### src/rtl/reset_sequencer_pkg.sv
// Shared types and defaults for the staged reset sequencer.
// Define RSTSEQ_TIMEOUT_EN to build the per-stage timeout and the FAULT state.
package rstseq_pkg;

  typedef enum logic [2:0] {HOLD, WAIT, GAP, RUN, FAULT} state_t;

  localparam int unsigned N_STAGE_DEF  = 4;
  localparam int unsigned HOLD_CYC_DEF = 32768;
  localparam int unsigned GAP_CYC_DEF  = 16;
  localparam int unsigned TMO_CYC_DEF  = 4096;

  function automatic int unsigned stage_w(input int unsigned n);
    return ($clog2(n) < 1) ? 1 : $clog2(n);
  endfunction

  function automatic int unsigned max2(input int unsigned a, input int unsigned b);
    return (a > b) ? a : b;
  endfunction

endpackage

### src/rtl/reset_sequencer_if.sv
// Reset-domain handshake bundle: sequencer drives RST_OUT/status, domains drive READY.
// Feature macro RSTSEQ_TIMEOUT_EN only affects the sequencer, not this bundle.
interface reset_sequencer_if
  import rstseq_pkg::*;
#(
  parameter int unsigned N_STAGE = N_STAGE_DEF
) ();

  logic [N_STAGE-1:0]          READY;
  logic                        SOFT_REQ;
  logic [N_STAGE-1:0]          RST_OUT;
  logic                        DONE;
  logic                        BUSY;
  logic                        ERR;
  logic [stage_w(N_STAGE)-1:0] ERR_STAGE;

  modport master (
    input  READY, SOFT_REQ,
    output RST_OUT, DONE, BUSY, ERR, ERR_STAGE
  );

  modport slave (
    output READY, SOFT_REQ,
    input  RST_OUT, DONE, BUSY, ERR, ERR_STAGE
  );

endinterface

### src/rtl/reset_sequencer_timer.sv
// Loadable saturating down-counter shared by the HOLD, WAIT and GAP phases.
// Independent of RSTSEQ_TIMEOUT_EN; reset is applied by the owner through load.
module rstseq_timer #(
  parameter int unsigned W = 16
) (
  input  logic         CLK,
  input  logic         load,
  input  logic [W-1:0] load_val,
  output logic [W-1:0] value,
  output logic         zero
);

  always_ff @(posedge CLK) begin
    if (load)
      value <= load_val;
    else if (value != '0)
      value <= value - W'(1);
  end

  assign zero = (value == '0);

endmodule

### src/rtl/reset_sequencer.sv
// Staged reset controller: releases N_STAGE domains in order, each gated by READY.
// Define RSTSEQ_TIMEOUT_EN to enable per-stage timeout, ERR/ERR_STAGE and FAULT.
module reset_sequencer
  import rstseq_pkg::*;
#(
  parameter int unsigned N_STAGE  = N_STAGE_DEF,
  parameter int unsigned HOLD_CYC = HOLD_CYC_DEF,
  parameter int unsigned GAP_CYC  = GAP_CYC_DEF,
  parameter int unsigned TMO_CYC  = TMO_CYC_DEF
) (
  input  logic               CLK,
  input  logic               RST,
  reset_sequencer_if.master  bus
);

  localparam int unsigned IW = stage_w(N_STAGE);
`ifdef RSTSEQ_TIMEOUT_EN
  localparam int unsigned CNT_MAX = max2(max2(HOLD_CYC, GAP_CYC), TMO_CYC);
`else
  localparam int unsigned CNT_MAX = max2(HOLD_CYC, GAP_CYC);
`endif
  localparam int unsigned CNT_W = $clog2(CNT_MAX + 1);
  localparam logic [IW-1:0] LAST = IW'(N_STAGE - 1);

  if (N_STAGE < 1 || N_STAGE > 8 || HOLD_CYC < 1 || TMO_CYC < 1) begin : g_param_check
    $error("reset_sequencer: parameter out of range");
  end

  state_t              state, state_d;
  logic [IW-1:0]       idx, idx_d;
  logic                tmr_load, tmr_zero, tmr_last, ready_cur;
  logic [CNT_W-1:0]    tmr_val, tmr_q;
  logic [N_STAGE-1:0]  rst_out_d;
  logic                done_d, busy_d, err_d;
  logic [IW-1:0]       err_stage_d;

  rstseq_timer #(.W(CNT_W)) u_timer (
    .CLK      (CLK),
    .load     (tmr_load),
    .load_val (tmr_val),
    .value    (tmr_q),
    .zero     (tmr_zero)
  );

  // HOLD and WAIT are loaded with the full cycle count and end on the edge that sees 1.
  assign tmr_last = (tmr_q <= CNT_W'(1));

  always_comb begin
    ready_cur = 1'b0;
    for (int unsigned j = 0; j < N_STAGE; j++)
      if (IW'(j) == idx) ready_cur = bus.READY[j];
  end

  always_ff @(posedge CLK) begin
    if (RST) begin
      state <= HOLD;
      idx   <= '0;
    end else begin
      state <= state_d;
      idx   <= idx_d;
    end
  end

  always_comb begin
    state_d  = state;
    idx_d    = idx;
    tmr_load = 1'b0;
    tmr_val  = '0;
    if (RST) begin
      state_d  = HOLD;
      idx_d    = '0;
      tmr_load = 1'b1;
      tmr_val  = CNT_W'(HOLD_CYC);
    end else begin
      case (state)
        HOLD: if (tmr_last) begin
          state_d = WAIT;
`ifdef RSTSEQ_TIMEOUT_EN
          tmr_load = 1'b1;
          tmr_val  = CNT_W'(TMO_CYC);
`endif
        end
        WAIT: begin
          if (ready_cur) begin
            if (idx == LAST) begin
              state_d = RUN;
            end else begin
              state_d  = GAP;
              tmr_load = 1'b1;
              tmr_val  = CNT_W'(GAP_CYC);
            end
          end
`ifdef RSTSEQ_TIMEOUT_EN
          else if (tmr_last) begin
            state_d = FAULT;
          end
`endif
        end
        GAP: if (tmr_zero) begin
          state_d = WAIT;
          idx_d   = idx + IW'(1);
`ifdef RSTSEQ_TIMEOUT_EN
          tmr_load = 1'b1;
          tmr_val  = CNT_W'(TMO_CYC);
`endif
        end
        RUN, FAULT: if (bus.SOFT_REQ) begin
          state_d  = HOLD;
          idx_d    = '0;
          tmr_load = 1'b1;
          tmr_val  = CNT_W'(HOLD_CYC);
        end
        default: state_d = HOLD;
      endcase
    end
  end

  // Outputs decode the next state so they land on the same edge as the transition.
  always_comb begin
    rst_out_d   = '1;
    done_d      = 1'b0;
    busy_d      = 1'b0;
    err_d       = 1'b0;
    err_stage_d = '0;
    case (state_d)
      HOLD: busy_d = 1'b1;
      WAIT, GAP: begin
        busy_d = 1'b1;
        for (int unsigned j = 0; j < N_STAGE; j++)
          rst_out_d[j] = (IW'(j) > idx_d);
      end
      RUN: begin
        rst_out_d = '0;
        done_d    = 1'b1;
      end
`ifdef RSTSEQ_TIMEOUT_EN
      FAULT: begin
        err_d       = 1'b1;
        err_stage_d = idx_d;
      end
`endif
      default: ;
    endcase
  end

  always_ff @(posedge CLK) begin
    bus.RST_OUT   <= rst_out_d;
    bus.DONE      <= done_d;
    bus.BUSY      <= busy_d;
    bus.ERR       <= err_d;
    bus.ERR_STAGE <= err_stage_d;
  end

endmodule

### src/flat_wrapper.sv
// flat-port wrapper written by rule: the top's interface ports become plain ports
module reset_sequencer_flat import rstseq_pkg::*;
#(
  parameter int unsigned N_STAGE  = N_STAGE_DEF,
  parameter int unsigned HOLD_CYC = HOLD_CYC_DEF,
  parameter int unsigned GAP_CYC  = GAP_CYC_DEF,
  parameter int unsigned TMO_CYC  = TMO_CYC_DEF
)
  (CLK, RST, bus_READY, bus_SOFT_REQ, bus_RST_OUT, bus_DONE, bus_BUSY, bus_ERR, bus_ERR_STAGE);
  reset_sequencer_if #(.N_STAGE(N_STAGE)) bus_i ();
  input  logic CLK;
  input  logic RST;
  input wire logic [$bits(bus_i.READY)-1:0] bus_READY;
  input wire logic [$bits(bus_i.SOFT_REQ)-1:0] bus_SOFT_REQ;
  output wire logic [$bits(bus_i.RST_OUT)-1:0] bus_RST_OUT;
  output wire logic [$bits(bus_i.DONE)-1:0] bus_DONE;
  output wire logic [$bits(bus_i.BUSY)-1:0] bus_BUSY;
  output wire logic [$bits(bus_i.ERR)-1:0] bus_ERR;
  output wire logic [$bits(bus_i.ERR_STAGE)-1:0] bus_ERR_STAGE;
  assign bus_i.READY = bus_READY;
  assign bus_i.SOFT_REQ = bus_SOFT_REQ;
  assign bus_RST_OUT = bus_i.RST_OUT;
  assign bus_DONE = bus_i.DONE;
  assign bus_BUSY = bus_i.BUSY;
  assign bus_ERR = bus_i.ERR;
  assign bus_ERR_STAGE = bus_i.ERR_STAGE;
  reset_sequencer #(.N_STAGE(N_STAGE), .HOLD_CYC(HOLD_CYC), .GAP_CYC(GAP_CYC), .TMO_CYC(TMO_CYC)) u_core (.CLK(CLK), .RST(RST), .bus(bus_i));
endmodule
### config.mk
export PLATFORM = sky130hd
export DESIGN_NAME = reset_sequencer_flat
export DESIGN_NICKNAME = d
export VERILOG_FILES = /design/src/rtl/reset_sequencer_pkg.sv /design/src/rtl/reset_sequencer_if.sv /design/src/rtl/reset_sequencer_timer.sv /design/src/rtl/reset_sequencer.sv /design/src/flat_wrapper.sv
export SDC_FILE = /design/constraint.sdc
export NUM_CORES = 1
export LEC_CHECK = 0
export BUFFER_PORTS_ARGS = -buffer_cell sky130_fd_sc_hd__buf_2
export CORE_MARGIN = 3
export CORE_UTILIZATION = 50
export CTS_CLUSTER_DIAMETER = 40
export DETAILED_ROUTE_END_ITERATION = 6
export GPL_ROUTABILITY_DRIVEN = 0
export GPL_TIMING_DRIVEN = 0
export MAX_ROUTING_LAYER = met4
export PLACE_DENSITY = 0.72
export SYNTH_ARGS = -nofsm -noshare
export SYNTH_HDL_FRONTEND = slang
export SYNTH_HIERARCHICAL = 1
export SYNTH_SLANG_ARGS = --single-unit
export TNS_END_PERCENT = 20
### constraint.sdc
create_clock -name CLK -period 2.54 [get_ports CLK]
set_clock_uncertainty 0.05 [all_clocks]
set_input_delay 0.635 -clock CLK [delete_from_list [all_inputs] [get_ports CLK]]
set_output_delay 0.635 -clock CLK [all_outputs]
set_load 0.005 [all_outputs]
==> results_dict.tcl, run 1 <==
set metrics [dict create \
    outcome "finished, final reports clean" \
    whs_ns 0.523 \
    reg2regPathDepth 8 \
    grt_max_degree 17 \
    critPathSlowestCell "edfxtp_1" \
    p_comb_frac 0.183 \
    pwr-share-clk 0.199 \
    synth_ff_type "edfxtp_1" \
    drive_above_1_share 0.230 \
    hold_class "primary input to register" \
    cpPeakStageDelay_ns 0.48 \
    syn_inst 174 \
    antenna_cells 0 \
    p_per_area_nw_per_um2 440 \
    routed_wl_um 3530 \
    place_hpwl_um 2480 \
    yosys-top-cells-count "nand2_1, edfxtp_1, o21ai_0" \
    path_cells "nor3_1, nand2b_1, nor4_4, nor2b_4, nand4b_1, mux2_2, a21oi_1, a2bb2oi_1" \
    nets 230 \
    maxCapViolCount 0 \
    cts.clk_slew.worst_paths_ns 0.14 \
    drc 0 \
    synth.top_cell.area_share 0.289 \
    io_pins 16 \
    portBuffers 12 \
    die_w_um 63.7 \
    ys_ff_latch 27 \
    cts_tree "built" \
    die_h_um 63.7 \
    crit_family "simple AND/OR/NAND/NOR gates" \
    postSynth.asyncResetShare 0 \
    antenna_found_initial 0 \
    synth_cell_type_count 51 \
    ant_nets 0 \
    min_from "RST" \
    dr.pass1.iters 5 \
    synth.most_common_cell "nand2_1" \
    cp_max_fo 4 \
    synthTopCellsByArea "edfxtp_1, dfxtp_1, o21ai_0" \
    pwr-share-seq 0.618 \
    grt_remaining_overflow 0 \
    via_count 1399 \
    startpoint_type "register" \
    cp-end-kind "register" \
    cts_buffers 3 \
    hold_depth 2 \
    grt_pass1_wl_um 5950 \
    wire_per_inst_um 13.5 \
    finalCriticalPeriod_ns 2.38 \
    ir_drop_mv 0.301 \
    criticalPathCategory "register to register" \
    swShare 0.277 \
    timing.rr.end "u_core/bus.RST_OUT[3]$_DFF_P_" \
    start_util 0.537 \
    clock_latency_ns 0.31 \
    cts.root.buffer_cell "clkbuf_4" \
    rr_startpoint "u_core/u_timer/value[11]$_DFFE_PP_" \
    crit_required_ns 2.70 \
    grt_use_total 0.192 \
    cts_sinks 27 \
    vias_per_cell 5.36 \
    finalSetupViolCount 0 \
    post-route-period-util 0.935 \
    p_int_w 0.000646 \
    synth_area_um2 1670 \
    hold_end "u_core/idx[0]$_SDFF_PP0_" \
    cp.arrival_ns 2.54 \
    cts_hold_buf 0 \
    dieArea_um2 4060 \
    critPathBufInv 0 \
    yosys_warnings 6 \
    synthToLayoutAreaGrowth_pct 21.9 \
    cts-htree-levels 1 \
    fin_util 0.654 \
    rows 20 \
    grt_pass1_vias 1245 \
    drtIter0Drc 114 \
    core_um2 3100 \
    clock_path_buffers 2 \
    switchingPower_w 0.000248 \
    final_max_slew_viol_count 0 \
    reg2reg_slack_ns 0.16 \
    fmax_ghz 0.421 \
    power.leakage_nw 0.771 \
    synth.avg_cell_area_um2 9.57 \
    synth_enable_flop_cells 16 \
    ys_seq_area_frac 0.421 \
    synth_area_leader_cell "edfxtp_1" \
    finalHoldViolCount 0 \
]
final cells by class:
cell class / instances / area [um^2]
timing repair buffer: 23 / 143
buffer: 8 / 51.3
clock buffer: 4 / 26.3
fill: 276 / 1070
sequential: 27 / 701
tap: 44 / 55.1
multi-input combinational: 149 / 1030
inverter: 6 / 22.5
power by group through the flow:
stage | Clock (W) | Combinational [W] | Sequential [W]
global route | 0.000207 | 0.000184 | 0.000559
detailed placement | 0 | 0.000125 | 0.000561
finish | 0.000178 | 0.000164 | 0.000552
global placement | 0 | 0.000122 | 0.000558
CTS | 0.000187 | 0.000144 | 0.000550
floorplan | 0 | 0.000100 | 0.000549
timing repair:
action | in CTS | in global routing
pin swaps | 1 | 5
gates resized for setup | 7 | 8
gates cloned | 0 | 0
buffers inserted | 5 | 6
setup endpoints to repair | 26 | 24
how the worst max path moves through the flow:
stage | start | to | slack (ns) | cells past startpoint
after floorplan | u_core/u_timer/value[0]$_DFFE_PP_ | u_core/bus.RST_OUT[3]$_DFF_P_ | 0.07 | 10
after global placement | u_core/u_timer/value[1]$_DFFE_PP_ | u_core/bus.RST_OUT[2]$_DFF_P_ | -0.50 | 11
after detailed placement | u_core/u_timer/value[1]$_DFFE_PP_ | u_core/bus.RST_OUT[2]$_DFF_P_ | -0.54 | 11
after CTS | u_core/u_timer/value[4]$_DFFE_PP_ | u_core/bus.RST_OUT[1]$_DFF_P_ | 0.008 | 9
after global routing | u_core/u_timer/value[11]$_DFFE_PP_ | u_core/bus.BUSY$_DFF_P_ | -0.03 | 9
final | u_core/u_timer/value[11]$_DFFE_PP_ | u_core/bus.RST_OUT[3]$_DFF_P_ | 0.16 | 8
placed cells by master, fill, tap and decap left out, types with 2 or more instances in the layout:
master / n
a21o_1: 2
a21oi_1: 7
a31oi_1: 2
buf_2: 12
buf_4: 14
clkbuf_1: 3
clkbuf_2: 2
clkbuf_4: 3
conb_1: 17
dfxtp_1: 11
edfxtp_1: 16
ha_1: 4
inv_1: 6
mux2_2: 2
nand2_1: 19
nand2b_1: 5
nand3_1: 4
nand3b_1: 2
nand4_1: 2
nand4b_1: 3
nor2_1: 9
nor2b_1: 3
nor3_1: 4
nor3_4: 2
nor4_1: 4
nor4_4: 2
o21ai_0: 16
o31a_1: 3
or4_1: 2
xnor2_1: 4
xor2_1: 7
cells by family after synthesis:
kind of cell             share of synthesized area
AND/OR/NAND/NOR                              0.268
AO/OA/AOI/OAI                                0.144
flip-flops                                   0.421
buffers and inverters                       0.0436
XOR/XNOR                                    0.0578
adder cells (fa/ha/maj)                     0.0443
multiplexers                                0.0195
other                                      0.00225
through the flow:
| step | setup WS [ns] | instances | power [W] | instance area, um^2 | setup TNS [ns] |
|---|---|---|---|---|---|
| 2_1_floorplan | 0.0682 | 190 | 0.000649 | 1730 | 0 |
| 3_3_place_gp | -0.500 | 246 | 0.000680 | 1840 | -8.16 |
| 3_5_place_dp | -0.543 | 246 | 0.000686 | 1840 | -9.61 |
| 4_1_cts | 0.00783 | 255 | 0.000881 | 1940 | 0 |
| 5_1_grt | -0.0267 | 261 | 0.000951 | 2030 | -0.0663 |
| 6_report | 0.164 | 261 | 0.000894 | 2030 | 0 |
metal layers:
layer / vias to the layer above / GRT usage / part of all wire
li1: 704 / - / -
met1: 653 / 0.288 / 0.47
met2: 38 / 0.274 / 0.46
met3: 4 / 0.0267 / 0.054
met4: 0 / 0.0404 / 0.011
met5: - / - / 0
flip-flops by register name (all words and copies together), names as in the netlist:
signal	count
u_core/bus.RST_OUT	4
u_core/state	3
u_core/bus.BUSY	1
u_core/idx	2
u_core/u_timer/value	16
u_core/bus.DONE	1
Power figures use the tool's default switching activity.
==> inputs of run 2 (changes only) <==
--- a/config.mk
+++ b/config.mk
@@ -5,15 +5,15 @@
 export SDC_FILE = /design/constraint.sdc
 export NUM_CORES = 1
 export LEC_CHECK = 0
-export BUFFER_PORTS_ARGS = -buffer_cell sky130_fd_sc_hd__buf_2
 export CORE_MARGIN = 3
 export CORE_UTILIZATION = 50
 export CTS_CLUSTER_DIAMETER = 40
 export DETAILED_ROUTE_END_ITERATION = 6
+export DONT_BUFFER_PORTS = 1
 export GPL_ROUTABILITY_DRIVEN = 0
 export GPL_TIMING_DRIVEN = 0
 export MAX_ROUTING_LAYER = met4
-export PLACE_DENSITY = 0.72
+export PLACE_DENSITY = 0.68
 export SYNTH_ARGS = -nofsm -noshare
 export SYNTH_HDL_FRONTEND = slang
 export SYNTH_HIERARCHICAL = 1
==> run 2 against run 1 <==
  * Combinational power fell by 5%
  * Critical path type unchanged
  * Clock power rose by 13%
  * Register-to-register slack got worse by 0.096 ns
  * Count of clock-buffer cells in the layout fell by 1
  * Via count fell by 0.57%
  * Critical path depth did not move
  * Flip-flop and latch count did not move
  * Global-route usage rose by 1.6 points
  * Power rose by 1.6%
  * Non-clock buffer count fell by 14
  * Largest cell class unchanged
  * Sequential power barely moved
  * Final cell count fell by 5.0%
==> results_dict.tcl, run 2 (synthesis results as in run 1) <==
set metrics [dict create \
    hold_depth 1 \
    cts-htree-levels 1 \
    largest_register_ffs 16 \
    core_um2 3100 \
    min_from "RST" \
    finalSetupViolCount 0 \
    finalCriticalPeriod_ns 2.47 \
    die_w_um 63.7 \
    rows 20 \
    cts_sinks 27 \
    critPathSlowestCell "edfxtp_1" \
    clock_latency_ns 0.34 \
    final_cell_mix "nand2_1, conb_1, edfxtp_1" \
    hold_class "primary input to register" \
    startpoint_type "register" \
    timing.rr.end "u_core/bus.RST_OUT[3]$_DFF_P_" \
    antenna_cells 0 \
    maxCapViolCount 0 \
    antenna_found_initial 0 \
    cts.root.buffer_cell "clkbuf_4" \
    p_per_area_nw_per_um2 462 \
    via_count 1391 \
    crit_required_ns 2.75 \
    ant_nets 0 \
    die_h_um 63.7 \
    reg2regPathDepth 8 \
    rsz0062_at_grt "yes" \
    wire_per_inst_um 15.4 \
    cp-end-kind "register" \
    outcome "finished, final reports clean" \
    power.leakage_nw 0.734 \
    vias_per_cell 5.61 \
    cpPeakStageDelay_ns 0.48 \
    finalHoldViolCount 0 \
    wl_met2_um 1760 \
    dr_wl_met3_um 156 \
    final_max_slew_viol_count 0 \
    dr.pass1.iters 4 \
    final_common_cell "nand2_1" \
    p_int_w 0.000640 \
    critPathBufInv 0 \
    drc 0 \
    dieArea_um2 4060 \
    hold_end "u_core/idx[1]$_SDFF_PP0_" \
    switchingPower_w 0.000268 \
    cts_hold_buf 0 \
    grt_use_total 0.207 \
    rr_startpoint "u_core/u_timer/value[11]$_DFFE_PP_" \
    drtIter0Drc 60 \
    pwr-share-seq 0.609 \
    portBuffers 0 \
    fmax_ghz 0.405 \
    io_pins 16 \
    grt_remaining_overflow 0 \
    start_util 0.537 \
    grt_pass1_wl_um 6480 \
    swShare 0.295 \
    whs_ns 0.279 \
    clock_path_buffers 2 \
    highest_layer "met4" \
    synthToLayoutAreaGrowth_pct 18.1 \
    drive_above_1_share 0.191 \
    tns_ns 0 \
    cts.clk_slew.worst_paths_ns 0.16 \
    dp_slack_ns -0.570 \
    cts_tree "built" \
    pwr-share-clk 0.221 \
    wl_met1_um 1840 \
    p_comb_frac 0.170 \
    top_register "u_core/u_timer/value" \
    routed_wl_um 3820 \
    cts_buffers 3 \
    ir_drop_mv 0.354 \
    crit_family "simple AND/OR/NAND/NOR gates" \
    post-route-period-util 0.973 \
    reg2reg_slack_ns 0.07 \
    path_cells "nor3_1, nand2b_1, nor4_4, nor2b_4, nand4b_1, mux2_2, a21oi_1, a2bb2oi_1" \
    grt_pass1_vias 1361 \
    reg_top3 "u_core/u_timer/value x16, u_core/bus.RST_OUT x4, u_core/state x3" \
    criticalPathCategory "register to register" \
    cp_max_fo 5 \
    nets 217 \
    fin_ws_ns 0.0683 \
    place_hpwl_um 2560 \
    grt_max_degree 17 \
    cp.arrival_ns 2.68 \
]
==> run 2: cell count changes in the layout (fill, tap and decap cells not counted) <==
cell,previous run,this run
buf_2,12,0
clkbuf_1,3,2
a21oi_1,7,6
inv_4,0,1
nand3_4,1,0
nand3_2,1,2
o21ai_0,16,15
buf_4,14,12
a21oi_2,0,1
o21ai_1,0,1
nand2b_4,1,2
==> run 2: layout make-up <==
cell class | count | area, um^2
sequential | 27 | 701
inverter | 6 | 22.5
buffer | 8 | 51.3
fill | 305 | 1140
timing repair buffer | 9 | 67.6
clock buffer | 3 | 22.5
multi-input combinational | 150 | 1040
tap | 44 | 55.1
clock inverter | 1 | 6.26
==> run 2: how the worst max path moves through the flow <==
stage,startpoint,endpoint,cells after the start
after floorplan,u_core/u_timer/value[0]$_DFFE_PP_,u_core/bus.RST_OUT[3]$_DFF_P_,10
after global placement,u_core/u_timer/value[1]$_DFFE_PP_,u_core/bus.RST_OUT[2]$_DFF_P_,11
after detailed placement,u_core/u_timer/value[1]$_DFFE_PP_,u_core/bus.RST_OUT[2]$_DFF_P_,11
after CTS,u_core/u_timer/value[0]$_DFFE_PP_,u_core/bus.RST_OUT[2]$_DFF_P_,12
after global routing,u_core/u_timer/value[1]$_DFFE_PP_,u_core/bus.RST_OUT[2]$_DFF_P_,12
final,u_core/u_timer/value[11]$_DFFE_PP_,u_core/bus.RST_OUT[3]$_DFF_P_,8
==> run 2: stage by stage <==
step                 util  instance area, um^2  power (W)  std cells
CTS                 0.613                 1900   0.000904        245
global placement    0.574                 1780   0.000674        234
finish              0.634                 1970   0.000908        248
global route        0.634                 1970   0.000961        248
detailed placement  0.574                 1780   0.000683        234
floorplan               -                 1730   0.000649        190
==> run 2: timing repair <==
action / 4_1_cts / 5_1_grt
pin swaps: 2 / 2
hold endpoints to repair: 0 / 0
gates resized for setup: 7 / 10
setup buffers: 7 / 2
gates cloned: 0 / 1
endpoints found under the setup margin: 26 / 34
==> run 2: power by group through the flow <==
stage	clock network, W	logic, W	registers, W
after floorplan	0	0.000100	0.000549
after global placement	0	0.000116	0.000558
after detailed placement	0	0.000121	0.000562
after CTS	0.000206	0.000147	0.000551
after global routing	0.000227	0.000176	0.000558
final	0.000201	0.000155	0.000553
==> run 2: metal layers <==
metal / track usage / vias to the layer above
met2: 0.327 / 35
li1: - / 680
met1: 0.279 / 671
met5: - / -
met3: 0.0267 / 5
met4: 0.0593 / 0
